## src/rtl/udp_disp_pkg.sv

```systemverilog
// Shared constants for the UDP-fed LED / 7-segment display controller:
// display modes, minimum packet length and active-low segment codes.
package udp_disp_pkg;

   localparam logic [3:0] MODE_BCD   = 4'h0;
   localparam logic [3:0] MODE_HEX   = 4'h1;
   localparam logic [3:0] MODE_BLANK = 4'hE;
   localparam logic [3:0] MODE_LED   = 4'hF;

   // {dp,g..a}, active-low; bit 7 is always 1 here so DP starts off.
   localparam logic [7:0] SEG_CODE [16] = '{
      8'hC0, 8'hF9, 8'hA4, 8'hB0, 8'h99, 8'h92, 8'h82, 8'hF8,
      8'h80, 8'h90, 8'h88, 8'h83, 8'hC6, 8'hA1, 8'h86, 8'h8E
   };

   // Mode byte + digit nibble pairs + decimal-point mask bytes.
   function automatic int req_len(input int num_digits);
      return 1 + num_digits / 2 + num_digits / 8;
   endfunction

endpackage

```

## src/rtl/udp_disp_ctrl_seg7_decode.sv

```systemverilog
// Combinational nibble to active-low 7-segment decoder with DP control.
// In BCD operation (hex_en low) nibbles A-F show as blank segments.
module seg7_decode
   import udp_disp_pkg::*;
(
   input  logic [3:0] nibble,
   input  logic       hex_en,
   input  logic       dp,
   output logic [7:0] seg
);

   always_comb begin
      seg = SEG_CODE[nibble];
      if (!hex_en && (nibble > 4'd9)) begin
         seg = 8'hFF;
      end
      seg[7] = ~dp;
   end

endmodule

```

## src/rtl/udp_disp_ctrl.sv

```systemverilog
// Display controller on the UDP application RX stream: packets are assembled
// into a shadow buffer, committed atomically, then shown as LEDs or scanned digits.
module udp_disp_ctrl
   import udp_disp_pkg::*;
#(
   parameter int NUM_DIGITS = 8,
   parameter int SCAN_DIV   = 65536,
   parameter int BLANK_CYC  = 256
) (
   input  logic                  udp_rx_clk,
   input  logic                  reset,
   input  logic                  app_rx_data_valid,
   input  logic [7:0]            app_rx_data,
   input  logic [15:0]           app_rx_data_length,
   output logic [3:0]            led_data_1,
   output logic [NUM_DIGITS-1:0] dled,
   output logic [7:0]            tub,
   output logic                  pkt_ok,
   output logic                  pkt_err
);

   localparam int REQ_LEN = req_len(NUM_DIGITS);
   localparam int MB      = NUM_DIGITS / 8;
   localparam int SW      = $clog2(NUM_DIGITS);
   localparam int DW      = $clog2(SCAN_DIV);

   logic [15:0]                 byte_cnt, len_q, len_cur;
   logic                        last_beat, commit, drop;
   logic [REQ_LEN-1:0][7:0]     shadow, shadow_nxt, active;
   logic [DW-1:0]               div_cnt;
   logic [SW-1:0]               scan_idx, dig_idx;
   logic [4*NUM_DIGITS-1:0]     digits;
   logic [NUM_DIGITS-1:0]       dp_mask, led_dled, dled_nxt;
   logic [3:0]                  nib, mode;
   logic                        dp_sel, hex_en;
   logic [7:0]                  seg, tub_nxt;

   // The length field is only trusted on byte 0; later beats use the latched copy.
   always_comb begin
      len_cur   = (byte_cnt == 16'd0) ? app_rx_data_length : len_q;
      last_beat = app_rx_data_valid &&
                  ((len_cur == 16'd0) || (byte_cnt == len_cur - 16'd1));
      commit    = last_beat && (len_cur >= 16'(REQ_LEN));
      drop      = last_beat && !commit;
      shadow_nxt = shadow;
      if (app_rx_data_valid) begin
         for (int i = 0; i < REQ_LEN; i++) begin
            if (byte_cnt == 16'(i)) shadow_nxt[i] = app_rx_data;
         end
      end
   end

   always_ff @(posedge udp_rx_clk) begin
      if (reset) begin
         byte_cnt  <= 16'd0;
         len_q     <= 16'd0;
         shadow    <= '0;
         active    <= '0;
         active[0] <= {4'h0, MODE_BLANK};
         pkt_ok    <= 1'b0;
         pkt_err   <= 1'b0;
      end else begin
         pkt_ok  <= commit;
         pkt_err <= drop;
         if (app_rx_data_valid) begin
            byte_cnt <= last_beat ? 16'd0 : byte_cnt + 16'd1;
            if (byte_cnt == 16'd0) len_q <= app_rx_data_length;
            shadow <= shadow_nxt;
         end
         if (commit) active <= shadow_nxt;
      end
   end

   always_ff @(posedge udp_rx_clk) begin
      if (reset) begin
         div_cnt  <= '0;
         scan_idx <= '0;
      end else if (div_cnt == DW'(SCAN_DIV - 1)) begin
         div_cnt  <= '0;
         scan_idx <= (scan_idx == SW'(NUM_DIGITS - 1)) ? '0 : scan_idx + 1'b1;
      end else begin
         div_cnt <= div_cnt + 1'b1;
      end
   end

   // Flatten the active buffer so digit k sits at nibble k and mask bit k at bit k.
   always_comb begin
      digits   = '0;
      dp_mask  = '0;
      led_dled = '0;
      for (int i = 0; i < NUM_DIGITS / 2; i++) begin
         digits[4*NUM_DIGITS-1-8*i -: 8] = active[1+i];
      end
      for (int i = 0; i < MB; i++) begin
         dp_mask[NUM_DIGITS-1-8*i -: 8]  = active[1+NUM_DIGITS/2+i];
         led_dled[NUM_DIGITS-1-8*i -: 8] = active[1+i];
      end
      mode    = active[0][3:0];
      hex_en  = (mode == MODE_HEX);
      dig_idx = SW'(NUM_DIGITS - 1) - scan_idx;
      nib     = 4'h0;
      dp_sel  = 1'b0;
      for (int k = 0; k < NUM_DIGITS; k++) begin
         if (dig_idx == SW'(k)) begin
            nib    = digits[4*k +: 4];
            dp_sel = dp_mask[k];
         end
      end
   end

   seg7_decode u_seg7_decode (
      .nibble (nib),
      .hex_en (hex_en),
      .dp     (dp_sel),
      .seg    (seg)
   );

   always_comb begin
      tub_nxt  = 8'hFF;
      dled_nxt = '1;
      case (mode)
         MODE_BCD, MODE_HEX: begin
            if (div_cnt >= DW'(BLANK_CYC)) begin
               tub_nxt  = seg;
               dled_nxt = ~(NUM_DIGITS'(1) << scan_idx);
            end
         end
         MODE_LED: begin
            dled_nxt = led_dled;
            tub_nxt  = active[1+MB];
         end
         default: ;
      endcase
   end

   always_ff @(posedge udp_rx_clk) begin
      if (reset) begin
         tub        <= 8'hFF;
         dled       <= '1;
         led_data_1 <= 4'h0;
      end else begin
         tub        <= tub_nxt;
         dled       <= dled_nxt;
         led_data_1 <= active[0][7:4];
      end
   end

endmodule

```

## config.mk

```make
export PLATFORM = sky130hd
export DESIGN_NAME = udp_disp_ctrl
export DESIGN_NICKNAME = d
export VERILOG_FILES = /design/src/rtl/udp_disp_pkg.sv /design/src/rtl/udp_disp_ctrl_seg7_decode.sv /design/src/rtl/udp_disp_ctrl.sv
export SDC_FILE = /design/constraint.sdc
export NUM_CORES = 1
export LEC_CHECK = 0
export ABC_AREA = 1
export ABC_CLOCK_PERIOD_IN_PS = 3900
export BUFFER_PORTS_ARGS = -buffer_cell sky130_fd_sc_hd__buf_2
export CAP_MARGIN = 10
export CORE_MARGIN = 10
export CORE_UTILIZATION = 45
export CTS_BUF_LIST = sky130_fd_sc_hd__clkbuf_4
export DETAILED_ROUTE_END_ITERATION = 10
export GPL_ROUTABILITY_DRIVEN = 0
export HOLD_SLACK_MARGIN = 0.03
export MAX_ROUTING_LAYER = met4
export PLACE_DENSITY = 0.6
export SLEW_MARGIN = 15
export SYNTH_ARGS = -nofsm -noshare
export SYNTH_HDL_FRONTEND = slang
export SYNTH_SLANG_ARGS = --single-unit
```

## constraint.sdc

```tcl
create_clock -name udp_rx_clk -period 3.9 [get_ports udp_rx_clk]
set_input_delay 0.39 -clock udp_rx_clk [delete_from_list [all_inputs] [get_ports udp_rx_clk]]
set_output_delay 0.39 -clock udp_rx_clk [all_outputs]
set_load 0.02 [all_outputs]
```

**After elaboration in Yosys (flattened, before gate mapping)**

Memory sizes are Yosys's and may differ from the RTL's.
Cells that the tools add are included.

- $add $sub $neg: 5
- $lt $le $gt $ge: 4
- Eq/ne operators: 17
- Shift-type cells: 1
- Multiplexer cells: 33
- Bitwise gates (word level): 3
- Reduce and logical (&&, ||, !) cells: 13

Operator list:

| cell | number |
|---|---|
| $mux 8 | 8 |
| $mux 48 | 1 |
| $add 16x1->16 const B | 2 |
| $eq 16x2->1 const B | 2 |
| $eq 16x3->1 const B | 2 |
| $logic_not 16->1 | 2 |
| $mux 16 | 2 |
| $mux 4 | 8 |
| $pmux 8 s2 | 2 |
| $mux 7 | 3 |
| $eq 16x1->1 const B | 1 |
| $eq 16x16->1 | 1 |
| $eq 16x16->1 const B | 1 |
| $ge 16x3->1 const B | 1 |
| $ge 16x9->1 const B | 1 |
| $sub 16x1->16 const B | 1 |
| $eq 3x3->1 const B | 5 |
| $mux 1 | 8 |
| $not 8->8 | 1 |
| $shl 1x3->8 const A | 1 |
| $eq 3x2->1 const B | 2 |
| $ge 5x5->1 const B | 1 |
| $not 4->5 | 1 |
| $eq 4x1->1 const B | 1 |
| other kinds (13) | 18 |

- Bits in registers: 169
- Memory bits (read-only): 128
- Output and inout bits: 22
- Logic and storage cells: 98
- Memories kept: 1

Memories:

| memory | words | width | rd ports | clocked after memory_dff | wr ports | line | text |
|---|---|---|---|---|---|---|---|
| (name not given) | 16 | 8 | 1 | 0 | 0 | udp_disp_ctrl_seg7_decode.sv:13 | `seg = SEG_CODE[nibble];` |

**Logic depth before layout (Yosys ltp)**

Gate-level depths: netlist (run 1).

- Word-level depth: 17
- Mapped depth: 26
- Gate-level depth less buffers: 24

**By module**

Synthesis (run 1) repeated with hierarchy kept, for this count alone.

- Cell total of the unflattened synthesis: 1319
- Area, all modules: 8972.4 µm²

Modules (own cells, without submodules):

| module | instances | cells an instance | area each (µm²) |
|---|---|---|---|
| udp_disp_ctrl | 1 | 1262 | 8607.0 |
| seg7_decode | 1 | 57 | 365.4 |

**Worst setup path before layout (run 1)**

OpenSTA, ideal clock, no wires.

- Kind: register to register
- Start point: register byte_cnt[0]
- End point: register active[19] (netlist name)
- Arrival time: 2.811 ns
- Slack: 1.025 ns
- Cell stages (with the launch flop): 26
- Path buffers: 3
- Clock period less this slack: 2.875 ns
- Cell sequence: dfxtp_1 -> inv_1 -> ha_1 -> nand2_2 -> nor2_4 -> buf_4 -> nand3b_1 -> nand2_1 -> ha_1 -> xor2_1 -> nand2_1 -> nor2_1 -> nand2_1 -> nor2_1 -> nand2_1 -> nor2_1 -> nand2_1 -> nor2_1 -> nand3_1 -> nand2_2 -> nand3_2 -> buf_6 -> buf_8 -> nand2_1 -> inv_1 -> nor2_1

- Word-level cells in the longest chain between the ends: 7
- Elaborated cells between the ends (all ways): 12

Ends and longest elaborated chain:

| what | line | text |
|---|---|---|
| start, declared | udp_disp_ctrl.sv:27 | `logic [15:0] byte_cnt, len_q, len_cur;` |
| start signal, assigned | udp_disp_ctrl.sv:66 | `byte_cnt <= last_beat ? 16'd0 : byte_cnt + 16'd1;` |
| $logic_not 16->1 | udp_disp_ctrl.sv:40 | `len_cur = (byte_cnt == 16'd0) ? app_rx_data_length : len_q;` |
| $mux 16 | n/a |  |
| $sub 16x1->16 | udp_disp_ctrl.sv:42 | `((len_cur == 16'd0) \|\| (byte_cnt == len_cur - 16'd1));` |
| $eq 16x16->1 | udp_disp_ctrl.sv:42 |  |
| $logic_or 1x1->1 | udp_disp_ctrl.sv:42 |  |
| $logic_and 1x1->1 | udp_disp_ctrl.sv:41 | `last_beat = app_rx_data_valid &&` |
| $logic_and 1x1->1 | udp_disp_ctrl.sv:43 | `commit = last_beat && (len_cur >= 16'(REQ_LEN));` |
| end signal, assigned | udp_disp_ctrl.sv:70 | `if (commit) active <= shadow_nxt;` |
| end, declared | udp_disp_ctrl.sv:29 | `logic [REQ_LEN-1:0][7:0] shadow, shadow_nxt, active;` |

Several ways; a longest one is shown, not always the timed one.
A chain may end at the register's enable or synchronous reset.

**Worst setup path after layout (run 1)**

- Start point: register scan_idx[0]
- End point: register tub[0]

- Word-level cells in the longest chain between the ends: 17
- Elaborated cells between the ends (all ways): 26

Ends and longest elaborated chain:

| what | line | text |
|---|---|---|
| start, declared | udp_disp_ctrl.sv:31 | `logic [SW-1:0] scan_idx, dig_idx;` |
| start signal, assigned | udp_disp_ctrl.sv:80 | `scan_idx <= (scan_idx == SW'(NUM_DIGITS - 1)) ? '0 : scan_idx + 1'b1;` |
| $sub 3x3->3 (*) | udp_disp_ctrl.sv:100 | `dig_idx = SW'(NUM_DIGITS - 1) - scan_idx;` |
| $logic_not 3->1 | udp_disp_ctrl.sv:104 | `if (dig_idx == SW'(k)) begin` |
| $mux 4 (7 in series) | udp_disp_ctrl.sv:104 |  |
| $mux 4 (*) | udp_disp_ctrl.sv:104 |  |
| $not 4->5 (implied by the code) | udp_disp_ctrl_seg7_decode.sv:13 |  |
| $mem_v2 16x8 | n/a |  |
| $mux 7 (implied by the code) (2 in series) | udp_disp_ctrl_seg7_decode.sv:13 |  |
| $mux 7 (*) | udp_disp_ctrl_seg7_decode.sv:14 | `if (!hex_en && (nibble > 4'd9)) begin` |
| $mux 8 (*) | udp_disp_ctrl.sv:123 | `if (div_cnt >= DW'(BLANK_CYC)) begin` |
| $pmux 8 s2 (*) | udp_disp_ctrl.sv:121 | `case (mode)` |
| end signal, assigned | udp_disp_ctrl.sv:142 | `tub <= tub_nxt;` |
| end, declared | udp_disp_ctrl.sv:17 | `output logic [7:0] tub,` |

Mark *: on every way between the ends. The rest lies on a longest branch, timed or not. The select of a mux whose other input is x is not followed.

==> impl_metrics.toml, run 1 <==
[clock_tree]
numClockSinks = 169
cts-buffers-inserted = 17
postCtsSetupRepairBufs = 0
max-clock-path-buffers = 2
cts-root-buf = "clkbuf_4"
path_clk_slew_ps = 150
cts_tree = "built"
clk_latency_ps = 590
htree_levels = 4

[route]
detail-route-antenna-nets = 0
wl_mm = 22.2
viasPerCell = 4.96
num_vias = 7800
first_pass_iters = 5
wl_per_cell_microns = 14.1
drt_iter0_markers = 511
drc = 0

[timing]
finalCritPeriodShare_pct = 87.6
setup_violations = 0
fmax_ghz = 0.293
finalSetupTns_ps = 0
relSlewSlack_pct = 53.5
slew_violations = 0
fin_skew_ps = 19.1
fin_crit_ps = 3420
fin_hold_ws_ps = 106
rsz0062_at_grt = "no"
max_slew.worst_pin.slew_ps = 695
setup_slack_ps = 485
hold_viol_final = 0

[critical_path]
worst_path_largest_cell_delay_ps = 350
cp_cell_sequence = "inv_1 -> ha_1 -> nand2_1 -> inv_1 -> nor3_1 -> o21ai_0 -> nand3_1 -> o21ai_0 -> o211ai_1 -> nand2_1 -> o21ai_0 -> inv_1 -> ha_1 -> nand3_1 -> nand2_1 -> nor2_1 -> nor2_1 -> nand2_1 -> nand2_1 -> nand2_1"
cp_data_arrival_time_ps = 3890
cp_data_required_time_ps = 4380
cpMostUsedCell = "nand2_1"
cp_max_fo = 9
crit_type = "reg -> reg"
start_kind = "flip-flop"
worst_setup_path_end_kind = "flip-flop"
crit_buf_inv = 3
crit_slowest_cell = "dfxtp_1"
path_delay_family = "simple AND/OR/NAND/NOR gates"

[cells_and_area]
stdcell_count = 1573
regArea_sq_um = 3380
final_nets = 1348
drive_above_1_share_pct = 9.60
areaGrowthSynthToFinish_pct = 8.16
nFillCells = 1976
multiInputGateArea_sq_um = 4330

[pwr]
leakagePower_nw = 4.47
p_per_area_nw_per_um2 = 345
ir_drop_mv = 0.181

[outcome]
outcome = "complete, no violations"

[floorplan]
die_h_microns = 159
start_util_pct = 46.1
coreArea_sq_um = 18900
rows = 50
die_w_microns = 159
dieArea_sq_um = 25300
ioPinCount = 49

[flow_run]
cap_violations = 0

[placement]
placement.io_buffers = 48
dp_hpwl_mm = 16.3
detailedPlace.worstSlack_ps = 499
dp.cells = 1542

[global_routing]
grt_pass1_wl_mm = 36.4
grt_usage_pct = 17.7
grt_antenna_before_repair = 1
grt_overflow = 0
grt_pass1_vias = 7135
grt_max_degree = 46

[synthesis]
synth_seq_cells = 169
avgSynthCellArea_sq_um = 6.86
synth_nets = 1316
synthTopCellsByArea = "dfxtp_1, nand2_1, inv_1, nor2_1, mux2i_1"
yosysWarningCount = 0
syn_inst = 1269
synth_area_sq_um = 8710
synth_top_area_share_pct = 38.9
ys_seq_area_share_pct = 38.9
ys_types = 38
synth_top_cell_by_area = "dfxtp_1"

[min_path]
hp-class = "in -> reg"
[logic make-up after synthesis]
logic type | share of synthesized area, %
flops | 38.9
fa+ha+maj | 2.87
mux | 4.71
compound gates | 9.24
xor+xnor | 1.41
simple gates | 31.5
buf+inv | 11.4
[final cells by class]
class / instances / share of cell area (%)
multi-input combinational: 848 / 45.9
sequential: 169 / 35.9
inverter: 202 / 8.05
timing repair buffer: 63 / 3.92
tap: 260 / 3.45
clock buffer: 17 / 1.36
clock inverter: 13 / 1.32
antenna: 1 / 0.0266
[per-stage QoR]
stage	util [%]	power, W	area (sq um)
floorplan	-	0.00218	8710
global placement	48.5	0.00230	9160
detailed placement	48.5	0.00230	9160
CTS	49.8	0.00327	9410
global route	49.8	0.00341	9420
finish	49.8	0.00325	9420
[placed cells by master (no fill, tap or decap), drive strengths merged, types with 41 or more instances in the layout]
| cell type | n |
|---|---|
| dfxtp | 169 |
| nor2 | 170 |
| nand3 | 54 |
| mux2i | 41 |
| o21ai | 78 |
| inv | 205 |
| nand2 | 298 |
| buf | 63 |
| a21oi | 52 |
| nand4 | 55 |
[where the power goes]
part / switching (W) / total [W] / internal (W)
sequential: 0.0000157 / 0.00178 / 0.00177
clock: 0.000656 / 0.000973 / 0.000316
combinational: 0.000336 / 0.000490 / 0.000154
[synth_stat cells, drive strengths merged]
| library cell | n |
|---|---|
| nand2 | 298 |
| mux2i | 41 |
| nand3 | 54 |
| a21oi | 52 |
| nor2 | 170 |
| inv | 201 |
| nand4 | 55 |
| o21bai | 1 |
| nor4 | 5 |
| o211ai | 14 |
| o31ai | 1 |
| nor3 | 18 |
| xnor2 | 1 |
| a22oi | 1 |
| ha | 20 |
| xor2 | 13 |
| clkinv | 1 |
| dfxtp | 169 |
| o221ai | 1 |
| nand3b | 16 |
| o21ai | 78 |
| buf | 25 |
| a31oi | 1 |
| nor3b | 6 |
| clkbuf | 25 |
| or2 | 1 |
| a211oi | 1 |
[path summary, 6_finish.rpt]
check | start | endpoint | slack (ps) | cells past startpoint
max | scan_idx[0] | tub[0] | 480 | 20
min | app_rx_data_length[10] | len_q[10] | 110 | 3
max reg2reg | scan_idx[0] | tub[0] | 480 | 20
min reg2reg | active[7] | led_data_1[3] | 460 | 2
[layer usage]
| metal | GRT usage (%) | wire (microns) | share of wire (%) | vias up |
|---|---|---|---|---|
| li1 | - | - | - | 4082 |
| met1 | 24.3 | 11200 | 51 | 3528 |
| met2 | 26.1 | 9680 | 44 | 165 |
| met3 | 3.61 | 1010 | 4.6 | 25 |
| met4 | 4.30 | 294 | 1.3 | 0 |
| met5 | - | 0 | 0 | - |
[registers in the layout (all words and copies together), names as in the netlist]
name	flops
led_dled	8
len_q	16
dp_mask	8
tub	8
active	32
byte_cnt	16
led_data_1	4
dled	8
pkt_ok	1
pkt_err	1
div_cnt	16
shadow	48
scan_idx	3
[what timing repair did]
action / in CTS / in global routing
setup endpoints to repair: 0 / 9
resized for setup: 0 / 1
hold buffers: 0 / 0
[worst reg2reg max path, cell delays in order (launching register included)]
cell and delay (ps):
dfxtp_1 350, inv_1 120, ha_1 180, nand2_1 250, inv_1 190, nor3_1 70, o21ai_0 250, nand3_1 130
o21ai_0 100, o211ai_1 140, nand2_1 90, o21ai_0 220, inv_1 180, ha_1 240, nand3_1 110, nand2_1 110
nor2_1 50, nor2_1 290, nand2_1 100, nand2_1 90, nand2_1 50
No activity file was read; power rests on OpenSTA's default activity.
==> run 2, diff against run 1 <==
- CORE_MARGIN: 10 -> default
- SYNTH_HIERARCHICAL: default -> 1
==> impl_metrics.toml, run 2 <==
[critical_path]
cp_max_fo = 21
worstReg2RegStart = "byte_cnt[1]"
start_kind = "flip-flop"
crit_buf_inv = 3
worst_setup_path_end_kind = "flip-flop"
cp_data_arrival_time_ps = 4050
crit_start = "byte_cnt[1]"
worst_path_largest_cell_delay_ps = 440
cp_data_required_time_ps = 4400
cpMostUsedCell = "nand2_1"
path_delay_family = "simple AND/OR/NAND/NOR gates"
cp_cell_sequence = "inv_1 -> ha_1 -> nand2_2 -> nor2_4 -> nand2_2 -> buf_12 -> nand2_1 -> nand2_1 -> nand2_1 -> nor2_1 -> nand2_1 -> nor2_1 -> nand2_1 -> nand2_1 -> nand2_1 -> nor2_1 -> nand3_1 -> nand2_2 -> buf_4 -> nand4_1 -> a21oi_1"
crit_type = "reg -> reg"
crit_slowest_cell = "dfxtp_1"

[cells_and_area]
areaGrowthSynthToFinish_pct = 9.04
top_register = "shadow"
drive_above_1_share_pct = 9.40
final_nets = 1407
nFillCells = 2077
mostFrequentLayoutCells = "nand2_1, inv_1, dfxtp_1"
multiInputGateArea_sq_um = 4550
final_common_cell = "nand2_1"
finalInstanceArea_sq_um = 9780
largest_reg_flops = 48
largestRegisters = "shadow: 48 flops, active: 32 flops"
regArea_sq_um = 3380

[synthesis]
post_synth_fa_ha_maj_area_fraction_pct = 2.93
synth_top_family_by_area = "simple AND/OR/NAND/NOR gates"
synth_edf_count = 0
synth_area_sq_um = 8970
synth-compound-area-share_pct = 7.60
synthTopCellsByCount = "nand2_1, inv_1, dfxtp_1"
synth_top_area_share_pct = 37.7
yosysMostFrequentCell = "nand2_1"
synth_nets = 1367
yosys_most_used_dff = "dfxtp_1"
synthSimpleGateAreaFrac_pct = 33.5
yosysWarningCount = 6
synth_seq_cells = 169
ys_types = 36
syn_inst = 1319
ys_seq_area_share_pct = 37.7
async_reset_ff_share_pct = 0
synth_top_cell_by_area = "dfxtp_1"
synthMuxAreaShare_pct = 4.57
avgSynthCellArea_sq_um = 6.80
synth_xor_area_share_pct = 1.95
synthTopCellsByArea = "dfxtp_1, nand2_1, inv_1, nor2_1, nand3_1"

[clock_tree]
cts-root-buf = "clkbuf_4"
htree_levels = 4
cts_tree = "built"
cts-buffers-inserted = 17
ctsHoldBuffers = 0
path_clk_slew_ps = 160
numClockSinks = 169
clk_latency_ps = 580
max-clock-path-buffers = 2

[timing]
relSlewSlack_pct = 31.3
fin_crit_ps = 3550
setup_violations = 0
max_slew.worst_pin.slew_ps = 1030
rsz0062_at_grt = "no"
fin_skew_ps = 23.5
fin_hold_ws_ps = 109
hold_viol_final = 0
fmax_ghz = 0.282
finalSetupTns_ps = 0
slew_violations = 0
finalCritPeriodShare_pct = 90.9

[floorplan]
dieArea_sq_um = 20500
die_h_microns = 143
ioPinCount = 49
coreArea_sq_um = 19500
die_w_microns = 143
start_util_pct = 46.0
rows = 51

[global_routing]
met2_usage_pct = 34.1
grt_antenna_before_repair = 1
grt_usage_pct = 23.9
grt_pass1_vias = 7383
grtUsageMet1_pct = 35.1
use_met3_pct = 3.79
grt_pass1_wl_mm = 37.3
grt_overflow = 0
grt.busiest_layer = "met1"
grt_max_degree = 66

[route]
drc = 0
wl_mm = 22.7
first_pass_iters = 5
wl_per_cell_microns = 13.9
num_vias = 8262
detail-route-antenna-nets = 0
viasPerCell = 5.04
drt_iter0_markers = 625

[placement]
placement.io_buffers = 48
place_area_sq_um = 9450
dp_hpwl_mm = 16.4

[pwr]
p_seq_share_pct = 54.2
leakagePower_nw = 4.62
p_sw_share_pct = 32.8
switchingPower_w = 0.00108
p_per_area_nw_per_um2 = 336
internal-power_w = 0.00221
ir_drop_mv = 0.170
clock_power_share_pct = 30.5
power_frac_comb_pct = 15.4

[min_path]
hp-class = "in -> reg"
hold_start = "app_rx_data_length[10]"

[flow_run]
cap_violations = 0

[outcome]
outcome = "complete, no violations"
run 2: timing repair:
item                       CTS  global route
resized for setup            0             2
buffers inserted             0             4
setup endpoints to repair    0            63
run 2: layer usage:
metal / vias up / part of all wire (%)
met3: 18 / 5.1
met1: 3773 / 52
met5: - / 0
met4: 0 / 0.80
li1: 4282 / -
met2: 189 / 42
run 2: cells by family (layout without fill, tap and decap cells):
kind of cell,count (synthesis),in the layout
XOR/XNOR,20,20
adder cells (fa/ha/maj),21,21
other,0,1
AND/OR/NAND/NOR,679,681
flip-flops,169,169
AO/OA/AOI/OAI,127,127
multiplexers,41,41
buffers and inverters,262,313
run 2: power by group through the flow:
| stage | Combinational [W] | Sequential, W | Clock [W] |
|---|---|---|---|
| finish | 0.000505 | 0.00178 | 0.00100 |
| floorplan | 0.000363 | 0.00181 | 0 |
| detailed placement | 0.000488 | 0.00182 | 0 |
| global placement | 0.000488 | 0.00182 | 0 |
| CTS | 0.000490 | 0.00178 | 0.00104 |
| global route | 0.000578 | 0.00179 | 0.00112 |
run 2: layout make-up:
type | instances | share of cell area [%]
clock inverter | 15 | 1.53
timing repair buffer | 74 | 4.62
inverter | 207 | 8.04
tap | 265 | 3.39
multi-input combinational | 890 | 46.5
clock buffer | 17 | 1.30
sequential | 169 | 34.6
antenna | 1 | 0.0256
run 2: metrics by stage:
| step | setup WS [ps] | total power (W) | util [%] | cells |
|---|---|---|---|---|
| after floorplan | 944 | 0.00218 | - | 1319 |
| after global placement | 191 | 0.00231 | 48.4 | 1599 |
| after detailed placement | 152 | 0.00231 | 48.4 | 1599 |
| after CTS | 162 | 0.00331 | 49.8 | 1631 |
| after global routing | 24.6 | 0.00348 | 50.1 | 1638 |
| final | 354 | 0.00329 | 50.1 | 1638 |
run 2: final timing paths:
path         slack [ps]       endpoint  cells past startpoint
max reg2reg         350      active[6]                     21
max                 350      active[6]                     21
min                 110      len_q[10]                      3
min reg2reg         460  led_data_1[2]                      2
run 2: worst min-delay path, delay by kind of cell:
kind	cells	cell delay [ps]
AO/OA/AOI/OAI	2	190
buffers and inverters	1	90
==> run 3, diff against run 2 <==
- CTS_CLUSTER_SIZE: default -> 10
- MAX_ROUTING_LAYER: met4 -> default
==> impl_metrics.toml, run 3 (synthesized netlist as in run 2, its figures left out) <==
[cells_and_area]
areaGrowthSynthToFinish_pct = 8.98
nFillCells = 2079
regArea_sq_um = 3380
multiInputGateArea_sq_um = 4550
largestRegisters = "shadow: 48 flops, active: 32 flops"
mostFrequentLayoutCells = "nand2_1, inv_1, dfxtp_1"
stdcell_count = 1638
drive_above_1_share_pct = 9.34
final_nets = 1406
final_common_cell = "nand2_1"
finalInstanceArea_sq_um = 9780
top_register = "shadow"
largest_reg_flops = 48

[timing]
relSlewSlack_pct = 31.8
rsz0062_at_grt = "no"
setup_slack_ps = 335
hold_viol_final = 0
finalSetupTns_ps = 0
fmax_ghz = 0.280
fin_crit_ps = 3570
setup_violations = 0
fin_skew_ps = 24.4
slew_violations = 0
finalCritPeriodShare_pct = 91.4
max_slew.worst_pin.slew_ps = 1020

[critical_path]
cpMostUsedCell = "nand2_1"
ff2ff_setup_slack_ps = 330
worst_path_largest_cell_delay_ps = 440
cp_max_fo = 21
r2r_cells = 21
cp_data_required_time_ps = 4400
crit_slowest_cell = "dfxtp_1"
worst_setup_path_end_kind = "flip-flop"
cp_data_arrival_time_ps = 4060
start_kind = "flip-flop"
cp_cell_sequence = "inv_1 -> ha_1 -> nand2_2 -> nor2_4 -> nand2_2 -> buf_12 -> nand2_1 -> nand2_1 -> nand2_1 -> nor2_1 -> nand2_1 -> nor2_1 -> nand2_1 -> nand2_1 -> nand2_1 -> nor2_1 -> nand3_1 -> nand2_2 -> buf_4 -> nand4_1 -> a21oi_1"
crit_type = "reg -> reg"
worstReg2RegStart = "byte_cnt[1]"
r2r_end = "active[6]"

[route]
dr.max_layer_used = "met4"
num_vias = 8272
drc = 0
wl_per_cell_microns = 13.9
detail-route-antenna-nets = 0
wl_met2_mm = 9.73
wl_mm = 22.7
drt_iter0_markers = 591
viasPerCell = 5.05
wl_met3_mm = 1.04
drt-met1-wl_mm = 11.8
first_pass_iters = 5

[placement]
placement.io_buffers = 48
detailedPlace.worstSlack_ps = 152
dp_hpwl_mm = 16.4
place_area_sq_um = 9450
dp.cells = 1599

[clock_tree]
clk_latency_ps = 580
path_clk_slew_ps = 160
cts_tree = "built"
max-clock-path-buffers = 2
cts-root-buf = "clkbuf_4"
htree_levels = 4
numClockSinks = 169
ctsHoldBuffers = 0
cts-buffers-inserted = 17

[global_routing]
grt_pass1_wl_mm = 37.3
grt_overflow = 0
grt_antenna_before_repair = 2
grt_usage_pct = 23.2
grt_max_degree = 66
grt_pass1_vias = 7370

[pwr]
p_per_area_nw_per_um2 = 336
clock_power_share_pct = 30.5
power_frac_comb_pct = 15.3
total_power_w = 0.00329
internal-power_w = 0.00221
p_sw_share_pct = 32.7
leakagePower_nw = 4.62
p_seq_share_pct = 54.2
switchingPower_w = 0.00108
ir_drop_mv = 0.170

[floorplan]
rows = 51
die_h_microns = 143
ioPinCount = 49
coreArea_sq_um = 19500
dieArea_sq_um = 20500
die_w_microns = 143
start_util_pct = 46.0

[min_path]
min_path_cells = 3
hold_end = "len_q[10]"
hold_start = "app_rx_data_length[10]"
hp-class = "in -> reg"

[outcome]
outcome = "complete, no violations"

[flow_run]
cap_violations = 0
## run 3: worst max path at each step
stage | to | cells after the start | start | slack (ps)
CTS | active[2] | 21 | byte_cnt[0] | 160
global placement | active[2] | 21 | byte_cnt[0] | 190
global route | active[5] | 21 | byte_cnt[1] | 20
finish | active[6] | 21 | byte_cnt[1] | 330
floorplan | led_dled[4] | 24 | byte_cnt[0] | 940
detailed placement | active[2] | 21 | byte_cnt[0] | 150
## run 3: final cells by class
cell class	instances	share of cell area (%)
clock inverter	15	1.54
inverter	207	8.05
timing repair buffer	73	4.54
sequential	169	34.6
clock buffer	17	1.31
antenna	2	0.0512
tap	265	3.39
multi-input combinational	890	46.5
## run 3: critical path: cells and delay by family, from the launching register on
| family | cells | cell delay (ps) |
|---|---|---|
| AND/OR/NAND/NOR | 16 | 2070 |
| flip-flops | 1 | 440 |
| adder cells (fa/ha/maj) | 1 | 220 |
| AO/OA/AOI/OAI | 1 | 230 |
| buffers and inverters | 3 | 530 |
## run 3: what timing repair did
action / CTS / global route
setup buffers: 0 / 3
gates resized for setup: 0 / 2
setup endpoints to repair: 0 / 63
hold endpoints to repair: 0 / 0
## run 3: per-layer routing
metal  GRT usage, %  vias up
li1               -     4279
met1           35.1     3802
met2           34.1      176
met3           3.99       15
met4           4.58        0
met5              0        -
## run 3: power groups by stage
stage | combinational, W | sequential [W] | clock [W]
3_3_place_gp | 0.000488 | 0.00182 | 0
3_5_place_dp | 0.000488 | 0.00182 | 0
5_1_grt | 0.000578 | 0.00179 | 0.00112
2_1_floorplan | 0.000363 | 0.00181 | 0
4_1_cts | 0.000490 | 0.00178 | 0.00104
6_report | 0.000504 | 0.00178 | 0.00100
## run 3: metrics by stage
step	utilization, %	hold slack [ps]
after floorplan	-	409
after global placement	48.4	429
after detailed placement	48.4	433
after CTS	49.8	75.7
after global routing	50.1	93.0
final	50.1	114
